**config.mk**
```make
export PLATFORM = sky130hd
export DESIGN_NAME = single_cycle_u_processor
export DESIGN_NICKNAME = d
export VERILOG_FILES = /design/src/rtl/calc_pkg.sv /design/src/rtl/calc_alu.sv /design/src/rtl/single_cycle_u_processor.sv
export SDC_FILE = /design/constraint.sdc
export NUM_CORES = 2
export LEC_CHECK = 0
export BUFFER_PORTS_ARGS = -buffer_cell sky130_fd_sc_hd__buf_2
export CELL_PAD_IN_SITES_DETAIL_PLACEMENT = 0
export CELL_PAD_IN_SITES_GLOBAL_PLACEMENT = 1
export CORE_AREA = 2 2 386 388
export DETAILED_ROUTE_END_ITERATION = 16
export DIE_AREA = 0 0 388 390
export PLACE_DENSITY = 0.88
export SLEW_MARGIN = 10
export SYNTH_ARGS = -nofsm -noshare
export SYNTH_HDL_FRONTEND = slang
export SYNTH_SLANG_ARGS = --single-unit
```
**constraint.sdc**
```tcl
create_clock -name CLK -period 14.7 [get_ports CLK]
set_input_delay 0 -clock CLK [delete_from_list [all_inputs] [get_ports CLK]]
set_output_delay 0 -clock CLK [all_outputs]
set_load 0.02 [all_outputs]
```
**src/rtl/calc_pkg.sv**
```systemverilog
// Shared constants for the ARM-style calculator: ALU op codes, instruction
// classes, memory map and the fixed ROM program.
package calc_pkg;

  localparam logic [3:0] ALU_ADD  = 4'd0;
  localparam logic [3:0] ALU_SUB  = 4'd1;
  localparam logic [3:0] ALU_MUL  = 4'd2;
  localparam logic [3:0] ALU_AND  = 4'd3;
  localparam logic [3:0] ALU_ORR  = 4'd4;
  localparam logic [3:0] ALU_EOR  = 4'd5;
  localparam logic [3:0] ALU_LSL  = 4'd6;
  localparam logic [3:0] ALU_LSR  = 4'd7;
  localparam logic [3:0] ALU_ZERO = 4'd8;
  localparam logic [3:0] ALU_DYN  = 4'd15;

  typedef enum logic [1:0] {
    CLS_ALU = 2'b00,
    CLS_MEM = 2'b01,
    CLS_BR  = 2'b10,
    CLS_NOP = 2'b11
  } instr_class_e;

  localparam logic [31:0] ADDR_OPCODE = 32'd0;
  localparam logic [31:0] ADDR_A      = 32'd16;
  localparam logic [31:0] ADDR_B      = 32'd20;
  localparam logic [31:0] ADDR_RES    = 32'd24;

  localparam logic [31:0] INSTR_NOP = 32'hEC00_0000;

  localparam int PROG_LEN = 6;

  // LDR R1..R3 from the opcode/operand words, R4 = R2 op(R1) R3, mirror R4, loop.
  localparam logic [31:0] ROM_PROG [PROG_LEN] = '{
    32'hE590_1000,
    32'hE590_2010,
    32'hE590_3014,
    32'hE1E2_4003,
    32'hE580_4018,
    32'hEAFF_FFF9
  };

endpackage

```
**src/rtl/calc_alu.sv**
```systemverilog
// Combinational calculator ALU; op codes above LSR (including the dynamic
// code, resolved by the caller) produce zero.
module calc_alu
  import calc_pkg::*;
(
  input  logic [31:0] a,
  input  logic [31:0] b,
  input  logic [3:0]  op,
  output logic [31:0] y
);

  always_comb begin
    y = 32'd0;
    case (op)
      ALU_ADD: y = a + b;
      ALU_SUB: y = a - b;
      ALU_MUL: y = a * b;
      ALU_AND: y = a & b;
      ALU_ORR: y = a | b;
      ALU_EOR: y = a ^ b;
      ALU_LSL: y = a << b[4:0];
      ALU_LSR: y = a >> b[4:0];
      default: y = 32'd0;
    endcase
  end

endmodule

```
**src/rtl/single_cycle_u_processor.sv**
```systemverilog
// Single-cycle ARM-style calculator core: fixed ROM loop that loads the
// host-written opcode/operands, computes, and exposes R4 as the result.
module single_cycle_u_processor
  import calc_pkg::*;
#(
  parameter int DMEM_WORDS = 16,
  parameter int ROM_WORDS  = 8
) (
  input  logic        CLK,
  input  logic        RST_N,
  input  logic [31:0] EntradaCalcu,
  input  logic [31:0] addressCalcu,
  input  logic        writeEnableCalcu,
  output logic [31:0] resultadoCalcu
);

  localparam int DW   = $clog2(DMEM_WORDS);
  localparam int PC_W = $clog2(ROM_WORDS * 4);

  logic [PC_W-1:0] pc_q, pc_d;
  logic [31:0]     rf_q   [16];
  logic [31:0]     dmem_q [DMEM_WORDS];

  logic [31:0]  rom_idx_s;
  logic [31:0]  instr_s;
  instr_class_e iclass_s;
  logic [3:0]   rn_s, rd_s, rm_s, alu_op_s, eff_op_s;
  logic [31:0]  rn_val_s, rd_val_s, rm_val_s, src2_s, alu_y_s;
  logic [31:0]  mem_addr_s, pc_ext_s, br_target_s;
  logic [DW-1:0] mem_idx_s, host_idx_s;
  logic         rf_we_s, st_we_s;
  logic [31:0]  rf_wdata_s;
  logic         unused_ok;

  assign rom_idx_s = 32'(pc_q[PC_W-1:2]);
  assign instr_s   = (rom_idx_s < 32'(PROG_LEN)) ? ROM_PROG[rom_idx_s[2:0]] : INSTR_NOP;

  assign iclass_s = instr_class_e'(instr_s[27:26]);
  assign alu_op_s = instr_s[24:21];
  assign rn_s     = instr_s[19:16];
  assign rd_s     = instr_s[15:12];
  assign rm_s     = instr_s[3:0];

  assign rn_val_s = (rn_s == 4'd0) ? 32'd0 : rf_q[rn_s];
  assign rd_val_s = (rd_s == 4'd0) ? 32'd0 : rf_q[rd_s];
  assign rm_val_s = (rm_s == 4'd0) ? 32'd0 : rf_q[rm_s];
  assign src2_s   = instr_s[25] ? {24'd0, instr_s[7:0]} : rm_val_s;

  // Dynamic op takes its code from R1; anything beyond LSR yields zero.
  always_comb begin
    eff_op_s = alu_op_s;
    if (alu_op_s == ALU_DYN) begin
      if (rf_q[1] > 32'd7) begin
        eff_op_s = ALU_ZERO;
      end else begin
        eff_op_s = rf_q[1][3:0];
      end
    end else begin
      eff_op_s = alu_op_s;
    end
  end

  calc_alu u_alu (
    .a  (rn_val_s),
    .b  (src2_s),
    .op (eff_op_s),
    .y  (alu_y_s)
  );

  assign mem_addr_s  = rn_val_s + {20'd0, instr_s[11:0]};
  assign mem_idx_s   = mem_addr_s[DW+1:2];
  assign host_idx_s  = addressCalcu[DW+1:2];
  assign pc_ext_s    = 32'(pc_q);
  assign br_target_s = pc_ext_s + 32'd8 + {{6{instr_s[23]}}, instr_s[23:0], 2'b00};

  // Instruction execute: register write-back, store strobe and next PC.
  always_comb begin
    rf_we_s    = 1'b0;
    rf_wdata_s = 32'd0;
    st_we_s    = 1'b0;
    pc_d       = pc_q + PC_W'(4);
    case (iclass_s)
      CLS_ALU: begin
        rf_we_s    = (rd_s != 4'd0);
        rf_wdata_s = alu_y_s;
      end
      CLS_MEM: begin
        if (instr_s[20]) begin
          rf_we_s    = (rd_s != 4'd0);
          rf_wdata_s = dmem_q[mem_idx_s];
        end else begin
          st_we_s = 1'b1;
        end
      end
      CLS_BR: begin
        pc_d = br_target_s[PC_W-1:0];
      end
      default: begin
        rf_we_s = 1'b0;
      end
    endcase
  end

  always_ff @(posedge CLK or negedge RST_N) begin
    if (!RST_N) begin
      pc_q <= '0;
    end else begin
      pc_q <= pc_d;
    end
  end

  always_ff @(posedge CLK or negedge RST_N) begin
    if (!RST_N) begin
      for (int i = 0; i < 16; i++) begin
        rf_q[i] <= 32'd0;
      end
    end else if (rf_we_s) begin
      rf_q[rd_s] <= rf_wdata_s;
    end
  end

  // Host write is issued last so it wins over a same-edge STR to the same word.
  always_ff @(posedge CLK or negedge RST_N) begin
    if (!RST_N) begin
      for (int i = 0; i < DMEM_WORDS; i++) begin
        dmem_q[i] <= 32'd0;
      end
    end else begin
      if (st_we_s) begin
        dmem_q[mem_idx_s] <= rd_val_s;
      end
      if (!writeEnableCalcu) begin
        dmem_q[host_idx_s] <= EntradaCalcu;
      end
    end
  end

  assign resultadoCalcu = rf_q[4];

  assign unused_ok = ^{instr_s[31:28], mem_addr_s, addressCalcu, br_target_s};

endmodule

```
==> impl_metrics.toml <==
[critical_path]
critPathCaptureType = "register"
slowest_delay_ns = 0.79
crit_required_ns = 15.29
crit_top_cell = "fa_1"
crit_arrival_ns = 13.13
critical-path-slowest-cell = "mux2i_1"
startpoint_type = "register"
critPathKind = "reg2reg"
critPathMaxFanout = 34

[global_route]
grt_pass1_vias = 60307
antenna_found_initial = 13
grt_first_pass_wirelength_um = 412600
grt_max_degree = 188
grt.total_usage = 0.3723
gr-total-overflow = 0

[logic_synthesis]
synth_edf_count = 0
synthTopCellsByArea = "dfrtp_1 34%, fa_1 11%, mux4_2 9.0%"
yosys_warnings = 0
syn_area_um2 = 76020
ys_types = 118
synthArstFlopShare = 1.000
yosysMostFrequentCell = "dfrtp_1"
synth_cells = 7726
synth_top_area_frac = 0.3381
ys_ff_latch = 1027
seq_area_frac_synth = 0.3381
synth_area_per_cell_um2 = 9.839
synth_nets = 8434
synth_area_leader_cell = "dfrtp_1"
yosys-top-cells-count = "1,027 x dfrtp_1, 959 x nand2_1, 673 x nor2_1"
synth_ff_type = "dfrtp_1"

[floorplan]
core_um2 = 147100
start_util = 0.5167
rows = 141
chipHeight_um = 390
die_area_um2 = 151300
die_w_um = 388
boundaryPins = 99

[final_layout]
nNetsFinal = 7918
drive_gt1_frac = 0.1408
fillers = 12781
synthToLayoutAreaGrowth_pct = 5.766
final_area_um2 = 80400
final_util = 0.5465

[timing]
drv_slew = 0
worstMarginPinSlew_ns = 1.453
fmax_mhz = 79.73
finClkSkew_ns = 0.04570
whs_ns = 0.03947
hold_viol = 0
period_share = 0.8532
rsz0062_at_grt = "false"
slew_headroom = 0.03104
period_minus_slack_ns = 12.54
setup_slack_ns = 2.158
setup_viol = 0
setup-tns-final_ns = 0

[routing]
dr.first_iter.drc_count = 7180
ant_nets = 0
viasPerCell = 6.536
routedWlPerCell_um = 30.63
finalWirelength_um = 282600
num_vias = 60302
drc = 0
first_pass_iters = 7

[clocking]
h-tree-depth = 3
cts_tree = "yes"
clk_latency_ns = 0.76
post_cts_buffers = 0
cts_buffers = 98
cts.clk_slew.worst_paths_ns = 0.07
clock-root-buffer = "clkbuf_16"
clock_path_buffers = 3
cts_sinks = 1027

[power]
power.leakage_nw = 36.48
power_density_nw_per_um2 = 88.73
peakVddDrop_uv = 126.3

[run]
cap_violations = 0

[hold_path]
worstHoldPathType = "in2reg"

[outcome]
outcome = "completed"

[placement]
place_ws_ns = 2.620
gp_congestion = 1.061
hpwl_um = 194500
portBuffers = 70
postPlaceCellArea_um2 = 76620
final cells by class:
cell class | instances | area, um2 | share of cell area
sequential | 1027 | 25700 | 0.3196
timing repair buffer | 303 | 2257 | 0.02807
clock inverter | 45 | 560.5 | 0.006972
clock buffer | 133 | 2804 | 0.03487
multi-input combinational | 5283 | 44780 | 0.5569
tap | 1930 | 2415 | 0.03003
inverter | 497 | 1869 | 0.02325
antenna | 8 | 20.02 | 0.0002490
state kept, by name, summed over array words and instances, names as in the netlist:
name / count
resultadoCalcu: 32
pc_q: 3
dmem_q: 512
rf_q: 480
routing by layer:
metal	up-vias	part of all wire	track usage
met5	-	0.00033	0
met4	14	0.084	0.2640
met3	1033	0.11	0.09315
met2	3734	0.45	0.5746
met1	30286	0.36	0.4593
li1	25235	-	-
through the flow:
stage	power, W	instances
6_report	0.007134	9226
5_1_grt	0.007390	9219
4_1_cts	0.007130	9218
3_5_place_dp	0.004468	9003
3_3_place_gp	0.004406	9003
2_1_floorplan	0.004066	7726
critical path: cells and delay by family, from the launching register on:
family | cells | cell delay, ns
multiplexers | 1 | 0.79
AO/OA/AOI/OAI | 10 | 2.26
flip-flops | 1 | 0.35
adder cells (fa/ha/maj) | 12 | 5.80
AND/OR/NAND/NOR | 6 | 0.84
buffers and inverters | 9 | 2.27
cell families after synthesis:
family / synth area share
XOR/XNOR: 0.01811
multiplexers: 0.1937
buffers and inverters: 0.07989
flip-flops: 0.3381
AND/OR/NAND/NOR: 0.1105
AO/OA/AOI/OAI: 0.1139
adder cells (fa/ha/maj): 0.1459
placed cells by master (no fill, tap or decap), drive strengths merged, types with 16 or more instances in the layout:
cell and n:
nor2 681, o21ai 620, xor2 35, a22oi 17, mux2i 672, o211ai 43
buf 267, a21o 55, nor4 22, nand4 16, a21oi 394, dfrtp 1027
xnor2 92, nor3 79, mux2 101, inv 490, nand3 84, nand2 962
a211oi 34, and2 22, fa 409, a31oi 26, ha 232, o2111ai 23
clkinv 40, clkbuf 133, o22ai 51, mux4 304, dlygate4sd3 36, nand2b 20
a221oi 24, and3 29
final timing paths:
kind                            startpoint            endpoint  slack, ns  cells after the start
hold / removal             addressCalcu[5]         dmem_q[310]       0.04                      6
setup / recovery                   pc_q[2]  resultadoCalcu[29]       2.16                     38
min in group asynchronous            RST_N         dmem_q[162]       0.34                      3
max in group asynchronous            RST_N           rf_q[408]      11.27                      6
setup reg to reg                   pc_q[2]  resultadoCalcu[29]       2.16                     38
hold reg to reg                   rf_q[43]            rf_q[43]       0.37                      0
where the power goes:
group,leakage (nW),switching (W),total [W],internal (W)
clock,1.67,0.00119,0.00268,0.00149
combinational,21.9,0.000573,0.00101,0.000440
sequential,12.9,0.000251,0.00344,0.00319
total,36.5,0.00201,0.00713,0.00512
repair_timing:
action	CTS	global route
hold endpoints to repair	623	0
hold buffers	37	0
gates resized for setup	0	0
Power figures use the tool's default switching activity.
